===== config.mk =====
export PLATFORM = sky130hd
export DESIGN_NAME = frame_sequencer
export DESIGN_NICKNAME = d
export VERILOG_FILES = /design/src/rtl/frame_sequencer.sv
export SDC_FILE = /design/constraint.sdc
export NUM_CORES = 1
export LEC_CHECK = 0
export BUFFER_PORTS_ARGS = -buffer_cell sky130_fd_sc_hd__buf_2
export CORE_UTILIZATION = 55
export DETAILED_ROUTE_END_ITERATION = 6
export PLACE_DENSITY_LB_ADDON = 0.25
export SYNTH_ARGS = -nofsm -noshare
export SYNTH_HDL_FRONTEND = slang
export SYNTH_SLANG_ARGS = --single-unit

===== constraint.sdc =====
create_clock -name clk_i -period 5.6 [get_ports clk_i]
set_clock_uncertainty 0.2 [all_clocks]
set_input_delay 0.28 -clock clk_i [delete_from_list [all_inputs] [get_ports clk_i]]
set_output_delay 0.28 -clock clk_i [all_outputs]
set_load 0.005 [all_outputs]

===== src/rtl/frame_sequencer.sv =====
// frame_sequencer: run-level controller for the acoustic front end.
// Sequences framing/FFT enables over one utterance and guards the framing FIFO.
module frame_sequencer #(
  parameter int FRAME_LEN  = 256,
  parameter int FIFO_DEPTH = 260,
  parameter int NUM_FRAMES = 50,
  parameter int SETTLE_CYC = 4,
  parameter int DRAIN_CYC  = 64,
  localparam int IW = $clog2(NUM_FRAMES + 1),
  localparam int PW = $clog2(FIFO_DEPTH + 1) + 1
) (
  input  logic          clk_i,
  input  logic          rst_n_i,
  input  logic          start_i,
  input  logic          stop_i,
  input  logic          sample_valid_i,
  input  logic          frame_last_i,
  output logic          framing_en_o,
  output logic          fft_en_o,
  output logic [IW-1:0] frame_idx_o,
  output logic          busy_o,
  output logic          done_o,
  output logic          abort_o,
  output logic          err_o
);

  localparam int CMAX = (SETTLE_CYC > DRAIN_CYC) ? SETTLE_CYC : DRAIN_CYC;
  localparam int CW = $clog2(CMAX + 1);

  typedef enum logic [2:0] {
    S_IDLE,
    S_ARM,
    S_RUN,
    S_DRAIN,
    S_DONE,
    S_ERR
  } state_t;

  state_t state_q, state_d;
  logic [CW-1:0] cnt_q, cnt_d;
  logic [PW-1:0] pend_q, pend_d;
  logic [IW-1:0] idx_q, idx_d;
  logic abort_d;

  logic [PW-1:0] pend_sum;
  logic [PW-1:0] pend_nx;
  logic overrun;

  // Underflow on a frame boundary saturates at zero.
  always_comb begin
    pend_sum = pend_q + PW'(sample_valid_i);
    pend_nx  = pend_sum;
    if (frame_last_i) begin
      if (pend_sum < PW'(FRAME_LEN)) pend_nx = '0;
      else pend_nx = pend_sum - PW'(FRAME_LEN);
    end
    overrun = pend_nx > PW'(FIFO_DEPTH);
  end

  always_comb begin
    state_d = state_q;
    cnt_d   = cnt_q;
    pend_d  = pend_q;
    idx_d   = idx_q;
    abort_d = 1'b0;
    unique case (state_q)
      S_IDLE: begin
        if (!stop_i && start_i) begin
          state_d = S_ARM;
          cnt_d   = '0;
          pend_d  = '0;
          idx_d   = '0;
        end
      end
      S_ARM: begin
        if (stop_i) begin
          state_d = S_IDLE;
          abort_d = 1'b1;
        end else if (cnt_q == CW'(SETTLE_CYC - 1)) begin
          state_d = S_RUN;
          cnt_d   = '0;
        end else begin
          cnt_d = cnt_q + 1'b1;
        end
      end
      S_RUN: begin
        if (stop_i) begin
          state_d = S_IDLE;
          abort_d = 1'b1;
        end else if (overrun) begin
          state_d = S_ERR;
        end else begin
          pend_d = pend_nx;
          if (frame_last_i) begin
            idx_d = idx_q + 1'b1;
            if (idx_q == IW'(NUM_FRAMES - 1)) begin
              state_d = S_DRAIN;
              cnt_d   = '0;
            end
          end
        end
      end
      S_DRAIN: begin
        if (stop_i) begin
          state_d = S_IDLE;
          abort_d = 1'b1;
        end else if (cnt_q == CW'(DRAIN_CYC - 1)) begin
          state_d = S_DONE;
          cnt_d   = '0;
        end else begin
          cnt_d = cnt_q + 1'b1;
        end
      end
      S_DONE: begin
        state_d = S_IDLE;
        abort_d = stop_i;
      end
      S_ERR: begin
        if (stop_i) begin
          state_d = S_IDLE;
        end else if (start_i) begin
          state_d = S_ARM;
          cnt_d   = '0;
          pend_d  = '0;
          idx_d   = '0;
        end
      end
      default: state_d = S_IDLE;
    endcase
  end

  // Outputs are registered from the next state so they switch with it.
  always_ff @(posedge clk_i or negedge rst_n_i) begin
    if (!rst_n_i) begin
      state_q      <= S_IDLE;
      cnt_q        <= '0;
      pend_q       <= '0;
      idx_q        <= '0;
      framing_en_o <= 1'b0;
      fft_en_o     <= 1'b0;
      busy_o       <= 1'b0;
      done_o       <= 1'b0;
      abort_o      <= 1'b0;
      err_o        <= 1'b0;
    end else begin
      state_q      <= state_d;
      cnt_q        <= cnt_d;
      pend_q       <= pend_d;
      idx_q        <= idx_d;
      framing_en_o <= (state_d == S_RUN);
      fft_en_o     <= (state_d == S_RUN) || (state_d == S_DRAIN);
      busy_o       <= (state_d == S_ARM) || (state_d == S_RUN) ||
                      (state_d == S_DRAIN);
      done_o       <= (state_d == S_DONE);
      abort_o      <= abort_d;
      err_o        <= (state_d == S_ERR);
    end
  end

  assign frame_idx_o = idx_q;

endmodule


### Word level (Yosys, flattened, before mapping)

Index checks and enable logic that the tools add are counted.

* bits in latches: 0
* input bits: 6
* output and inout port bits: 12
* memories: 0
* register bits: 32
* memory bits (read-only): 0
* logic and storage cells: 91
* memory bits (writable): 0

* $lt $le $gt $ge: 2
* $add $sub $neg: 4
* equality and inequality tests: 22
* divide/modulo/power cells: 0
* $mul: 0
* muxes and demuxes: 41
* bitwise logic cells: 0
* shift-type cells: 0
* reductions and logical operators: 12

Operator list (number)
* $mux W7: 11
* $mux W10: 7
* $mux W6: 6
* $pmux W7 S5: 1
* $mux W3: 11
* $pmux W10 S3: 1
* $ne A2 B2 Y1 const B: 9
* $pmux W6 S3: 1
* $pmux W3 S5: 1
* $eq A3 B2 Y1 const B: 4
* $eq A3 B3 Y1 const B: 4
* $add A10 B1 Y10: 1
* $gt A10 B9 Y1 const B: 1
* $lt A10 B9 Y1 const B: 1
* $reduce_and A10 Y1: 1
* $sub A10 B9 Y10 const B: 1
* $add A7 B1 Y7 const B: 1
* $eq A7 B2 Y1 const B: 1
* $eq A7 B6 Y1 const B: 1
* $reduce_and A7 Y1: 1
* $add A6 B1 Y6 const B: 1
* $eq A3 B1 Y1 const B: 2
* $eq A6 B6 Y1 const B: 1
* $reduce_and A6 Y1: 1
* 9 further kinds: 11

### Longest topological paths before layout

Gate-level depths: netlist of the first run.

* depth in word-level cells: 11
* depth in mapped cells: 11
* mapped depth without buffers: 9

### Worst setup path before layout of the first run

No wires, ideal clock.

* kind: reg-to-reg
* start: register pend_q[0]
* end: register pend_q[3]
* period minus slack after synthesis: 2.722 ns
* cell stages (with the launch flop): 11
* data arrival time: 2.396 ns
* required time: 5.274 ns
* setup time: 0.126 ns
* slack: 2.878 ns
* buffers on the path: 1
* cells stage by stage: dfrtp_1 -> ha_1 -> ha_1 -> nand3_1 -> clkbuf_1 -> o21ai_1 -> a21oi_1 -> o32a_2 -> a21boi_4 -> nor2_1 -> a221o_1

* word-level cells in the longest chain between the ends: 7
* elaborated cells on any way between the ends: 11
* those cells by class: add/sub: 2; order compare: 2; eq/ne: 1; mux: 5; reduce/logical: 1

RTL lines
* from (decl): RTL line 41 `logic [PW-1:0] pend_q, pend_d;`
* from (signal assigned): RTL line 148 `pend_q <= pend_d;`
* $add A10 B1 Y10 *: RTL line 51 `pend_sum = pend_q + PW'(sample_valid_i);`
* $sub A10 B9 Y10 / $lt A10 B9 Y1 (equally long branches): RTL line 55, 54
* $mux W10: RTL line 54 `if (pend_sum < PW'(FRAME_LEN)) pend_nx = '0;`
* $mux W10 *: RTL line 53 `if (frame_last_i) begin`
* $gt A10 B9 Y1 / $mux W10 (equally long branches): RTL line 57, 90
* $ne A2 B2 Y1 (no line) / $mux W10 (equally long branches)
* $reduce_and A6 Y1 (no line) / $pmux W10 S3 (equally long branches)

Every way passes the cells marked *; elsewhere a longest branch is shown, timed or not. The select of a mux whose other input is x is not followed.
A chain may end at the register's enable or synchronous reset.

### Worst setup path after layout of the first run

Same ends and word-level chain as after synthesis.

==> flow_metrics.py, run 1 <==
metrics = {
    "outcome": {
        "status": "finished, final reports clean",
    },
    "clock_tree": {
        "worstSkewPairLatency_ns": 0.29,
        "cts_sinks": 32,
        "post_cts_buffers": 0,
        "clk_pin_slew_ns": 0.07,
        "htree_levels": 2,
        "ctsHoldBuffers": 1,
        "cts-resized-gates": 0,
        "numCtsBuffers": 5,
        "clockBufferDepth": 2,
        "root_buffer": "clkbuf_8",
        "cts_tree": "done",
    },
    "final_layout": {
        "area_growth_pct": 9.069,
        "layout_commonest_cell": "dfrtp_1",
        "final_cell_mix": "dfrtp_1, nor2_1, buf_2",
        "finish.net_count": 256,
        "drive_gt1_share_pct": 14.63,
        "antenna_cells": 0,
    },
    "worst_hold_path": {
        "hold_depth": 2,
        "whs_endpoint": "done_o",
        "hp-start": "stop_i",
        "hp-class": "input port to register",
    },
    "logic_synthesis": {
        "synthArstFlopShare_pct": 100.0,
        "netlist_instances": 236,
        "avgSynthCellArea_um2": 8.886,
        "syn-num-nets": 247,
        "ys_ff_latch": 32,
        "ys.flop_type": "dfrtp_1",
        "synth_top_cell_area_share_pct": 38.19,
        "yosysUniqueCellTypes": 58,
        "syn_area_um2": 2097,
        "synth_top_cells_by_area": "dfrtp_1, nor2_1, nor3_1",
        "yosysTopAreaCell": "dfrtp_1",
        "synth_edf_count": 0,
        "ys_warn_count": 0,
        "ys_seq_area_share_pct": 38.19,
    },
    "floorplanning": {
        "io_pins": 18,
        "start_util_pct": 57.28,
        "row_count": 22,
        "core_region_area_um2": 3661,
        "die_h_um": 63.75,
        "dieArea_um2": 4063,
        "dieWidth_um": 63.75,
    },
    "sta": {
        "min_period_over_period_pct": 60.42,
        "setup_viol": 0,
        "hold_violations": 0,
        "setup_tns_ns": 0,
        "tightest_slew_ns": 0.7498,
        "drv_slew": 0,
        "max_freq_mhz": 295.6,
        "fin_crit_ns": 3.383,
        "grt_setup_unrepaired": "false",
        "whs_ns": 0.08240,
        "slew_headroom_pct": 49.57,
    },
    "power": {
        "p_comb_share_pct": 5.0,
        "p_leak_nw": 0.9717,
        "p_clk_share_pct": 46.1,
        "power_frac_seq_pct": 48.8,
        "p_sw_uw": 108.5,
        "switching_share_pct": 22.61,
        "p_int_uw": 371.4,
        "power_density_nw_per_um2": 209.8,
        "vdd_drop_max_uv": 175.7,
    },
    "routing": {
        "drt-pass1-iter-count": 4,
        "drt-initial-drc-count": 191,
        "viasPerCell": 6.320,
        "ant_nets": 0,
        "via_count": 1858,
        "drc": 0,
        "drt-total-wl_um": 4495,
        "post_drt_wl_per_cell_um": 15.29,
    },
    "global_route": {
        "antenna_found_initial": 0,
        "grt_max_degree": 33,
        "grt_usage_pct": 23.71,
        "grt_pass1_vias": 1656,
        "grt_overflow": 0,
        "grt_pass1_wl_um": 7472,
    },
    "place": {
        "hpwl_um": 3169,
        "place_congestion": 0.8445,
        "io_buffer_count": 17,
    },
    "critical_path": {
        "r2r_slack_ns": 2.22,
        "cp.arrival_ns": 3.36,
        "r2r_start": "pend_q[0]",
        "critPathLaunchType": "register",
        "crit_required_ns": 5.57,
        "end_kind": "register",
        "reg2reg_to": "pend_q[3]",
        "timing_worst_setup_path_type": "register to register",
        "worst-path-max-fanout": 16,
        "reg2reg_depth": 9,
    },
    "flow_run": {
        "max_cap_viol_count": 0,
    },
}
==> flip-flops by register name, summed over array words and instances, names as in the netlist <==
| register | flops |
|---|---|
| abort_o | 1 |
| pend_q | 10 |
| state_q | 3 |
| fft_en_o | 1 |
| done_o | 1 |
| framing_en_o | 1 |
| busy_o | 1 |
| cnt_q | 7 |
| err_o | 1 |
| frame_idx_o | 6 |
==> critical path: stages, from the launching register on <==
cell	delay, ns
dfrtp_1	0.35
ha_1	0.23
ha_1	0.29
nand3_1	0.34
o211ai_1	0.43
a2111oi_4	0.13
a21o_2	0.26
a21boi_4	0.38
nor2_1	0.24
a221o_1	0.40
==> layout make-up <==
type                       count  area [µm²]
tap                           48       60.06
sequential                    32       800.8
multi-input combinational    182        1197
inverter                       6       22.52
fill                         327        1374
clock inverter                 3       42.54
timing repair buffer          18       95.09
clock buffer                   5       68.82
==> cell usage after synthesis, types with 4 or more instances <==
library cell / n
or4_1: 4
and2_1: 4
nand2_1: 13
o21ai_0: 10
a21oi_1: 13
nand4_1: 4
ha_1: 5
nand2b_1: 9
nor2_1: 22
a221o_1: 6
or3_1: 4
nand3_1: 12
nor3_1: 14
o31ai_1: 9
clkbuf_1: 9
dfrtp_1: 32
inv_1: 6
==> power by group through the flow <==
stage               sequential [mW]  clock [mW]  combinational, mW
floorplan                     0.238           0             0.0137
global placement              0.239           0             0.0235
detailed placement            0.239           0             0.0237
CTS                           0.234       0.226             0.0244
global route                  0.234       0.233             0.0274
finish                        0.234       0.221             0.0242
==> logic make-up after synthesis <==
kind of cell,synth area share (%)
and+or+nand+nor,24.94
AOI/OAI and AO/OA,26.49
DFF,38.19
buffers and inverters,4.713
adders and majority gates,2.983
xor gates and xnor gates,1.671
muxes,1.014
==> through the flow <==
stage / instances / util, % / area [µm²] / power [mW] / worst slack [ns]
floorplan: 236 / - / 2097 / 0.2517 / 2.878
detailed placement: 285 / 59.16 / 2166 / 0.2625 / 2.254
global placement: 285 / 59.16 / 2166 / 0.2621 / 2.372
CTS: 294 / 62.47 / 2287 / 0.4849 / 2.240
finish: 294 / 62.47 / 2287 / 0.4799 / 2.217
global route: 294 / 62.47 / 2287 / 0.4944 / 1.917
==> metal layers <==
metal / GRT usage [%] / wire length, µm / vias to the layer above
met5: 0 / 0 / -
met1: 32.03 / 2127 / 884
met4: 11.08 / 89 / 0
met3: 4.107 / 195 / 9
met2: 36.84 / 2082 / 53
li1: - / - / 912
==> worst max path at each step <==
stage	from	endpoint	cells past startpoint
after global routing	pend_q[0]	pend_q[3]	9
after detailed placement	sample_valid_i	pend_q[3]	10
after floorplan	pend_q[0]	pend_q[3]	10
after global placement	sample_valid_i	pend_q[3]	10
final	pend_q[0]	pend_q[3]	9
after CTS	pend_q[0]	pend_q[3]	9
Power figures use the tool's default switching activity.
==> run 2, diff against run 1 <==
--- a/config.mk
+++ b/config.mk
@@ -6,7 +6,7 @@
 export NUM_CORES = 1
 export LEC_CHECK = 0
 export BUFFER_PORTS_ARGS = -buffer_cell sky130_fd_sc_hd__buf_2
-export CORE_UTILIZATION = 55
+export CORE_UTILIZATION = 54
 export DETAILED_ROUTE_END_ITERATION = 6
 export PLACE_DENSITY_LB_ADDON = 0.25
 export SYNTH_ARGS = -nofsm -noshare
==> constraint.sdc (replaced) <==
create_clock -name clk_i -period 2.7 [get_ports clk_i]
set_clock_uncertainty 0.2 [all_clocks]
set_input_delay 0.135 -clock clk_i [delete_from_list [all_inputs] [get_ports clk_i]]
set_output_delay 0.135 -clock clk_i [all_outputs]
set_load 0.005 [all_outputs]
==> flow_metrics.py, run 2 (synthesis gave the netlist of run 1 again) <==
metrics = {
    "sta": {
        "drv_slew": 0,
        "min_period_over_period_pct": 101.4,
        "setup_viol": 9,
        "whs_ns": 0.07723,
        "layout_setup_ws_ns": -0.03815,
        "setup_tns_ns": -0.2262,
        "hold_violations": 0,
        "slew_headroom_pct": 51.52,
        "tightest_slew_ns": 0.7272,
        "fin_crit_ns": 2.738,
        "max_freq_mhz": 365.2,
        "grt_setup_unrepaired": "true",
    },
    "critical_path": {
        "crit_path_max_incr_delay_ns": 0.44,
        "cp-startpoint": "pend_q[0]",
        "crit_chain": "ha_4 -> ha_4 -> and3_4 -> a31oi_4 -> a2111oi_4 -> a21oi_1 -> o21ai_2 -> a21oi_4 -> a221o_1",
        "critPathSlowestCell": "a2111oi_4",
        "reg2reg_depth": 9,
        "critPathLaunchType": "register",
        "r2r_slack_ns": -0.04,
        "cp.arrival_ns": 2.71,
        "timing_worst_setup_path_type": "register to register",
        "crit_top_cell": "ha_4",
        "end_kind": "register",
        "reg2reg_to": "pend_q[6]",
        "worst-path-max-fanout": 7,
        "crit_required_ns": 2.67,
        "r2r_start": "pend_q[0]",
    },
    "routing": {
        "wl_met2_um": 2879,
        "ant_nets": 0,
        "via_count": 2060,
        "post_drt_wl_per_cell_um": 16.97,
        "drt-pass1-iter-count": 4,
        "routed.top_layer": "met4",
        "viasPerCell": 6.242,
        "drt-total-wl_um": 5599,
        "drc": 0,
        "drt-initial-drc-count": 182,
        "wl_met3_um": 165,
        "wl_met1_um": 2446,
    },
    "clock_tree": {
        "cts_tree": "done",
        "clockBufferDepth": 2,
        "clk_pin_slew_ns": 0.07,
        "htree_levels": 2,
        "cts_sinks": 32,
        "root_buffer": "clkbuf_8",
        "worstSkewPairLatency_ns": 0.29,
        "numCtsBuffers": 5,
    },
    "final_layout": {
        "drive_gt1_share_pct": 35.46,
        "top_register": "pend_q",
        "antenna_cells": 0,
        "finish.net_count": 292,
        "final_area_um2": 2786,
        "area_growth_pct": 32.88,
        "layout_commonest_cell": "buf_4",
        "final_cell_mix": "buf_4, dfrtp_1, nor2_1",
        "postLayoutCoreUtil_pct": 75.54,
        "largest_register_ffs": 10,
    },
    "place": {
        "io_buffer_count": 17,
        "dpl-instance-area_um2": 2394,
        "place_congestion": 0.8709,
        "hpwl_um": 3480,
    },
    "floorplanning": {
        "core_region_area_um2": 3689,
        "dieWidth_um": 64.32,
        "start_util_pct": 56.85,
        "die_h_um": 64.32,
        "dieArea_um2": 4136,
        "row_count": 22,
        "io_pins": 18,
    },
    "power": {
        "p_leak_nw": 1.177,
        "power_density_nw_per_um2": 365.8,
        "power.total_mw": 1.019,
        "vdd_drop_max_uv": 279.9,
    },
    "worst_hold_path": {
        "hp-class": "input port to register",
        "hp-start": "sample_valid_i",
        "whs_endpoint": "pend_q[0]",
        "hold_depth": 3,
    },
    "global_route": {
        "grt_overflow": 0,
        "grt_pass1_vias": 1821,
        "antenna_found_initial": 0,
        "grt_usage_pct": 26.39,
        "grt_max_degree": 33,
        "grt_pass1_wl_um": 8466,
    },
    "outcome": {
        "violations": "setup timing",
        "status": "complete, but fails checks",
    },
    "flow_run": {
        "max_cap_viol_count": 0,
    },
}
==> run 2: worst max path at each step <==
stage,slack (ns),end
after global placement,-0.09,err_o
after CTS,-0.04,frame_idx_o[3]
after floorplan,0.008,pend_q[2]
after global routing,-0.15,cnt_q[0]
final,-0.04,pend_q[6]
after detailed placement,-0.23,err_o
==> run 2: layout make-up <==
class                   instances  area (µm²)
multi-input cells             183        1430
fillers                       265       902.1
well taps                      48       60.06
flip-flops and latches         32       802.0
clock buffers                   5       68.82
repair buffers                 53       360.3
clock inverters                 3       42.54
inverters                       6       22.52
==> run 2: per-layer routing <==
metal	global-route usage (%)	vias to the layer above
li1	-	992
met1	34.92	1016
met2	42.63	43
met3	5.000	9
met4	9.722	0
met5	0	-
==> run 2: repair_timing <==
item	4_1_cts	5_1_grt
pin swaps	14	6
gates cloned	1	0
setup endpoints to repair	26	23
gates resized for setup	11	32
setup buffers	3	1
hold buffers	2	0
endpoints found under the hold margin	35	0
==> run 2: worst max-delay path, delay by kind of cell (launching register included) <==
family / cells / cell delay (ns)
adder cells (fa/ha/maj): 2 / 0.32
AND/OR/NAND/NOR: 1 / 0.25
AO/OA/AOI/OAI: 6 / 1.46
flip-flops: 1 / 0.39
==> run 2: power breakdown <==
part	internal [mW]	switching, mW	total (mW)
logic	0.0213	0.0415	0.0629
clock network	0.273	0.197	0.471
registers	0.482	0.00371	0.486
total	0.777	0.243	1.02
==> run 2: metrics by stage <==
step                      setup WS (ns)  std cells
final                          -0.03815        330
after global routing            -0.1522        330
after CTS                      -0.04316        329
after detailed placement        -0.2256        315
after global placement         -0.09135        315
after floorplan                0.007641        236
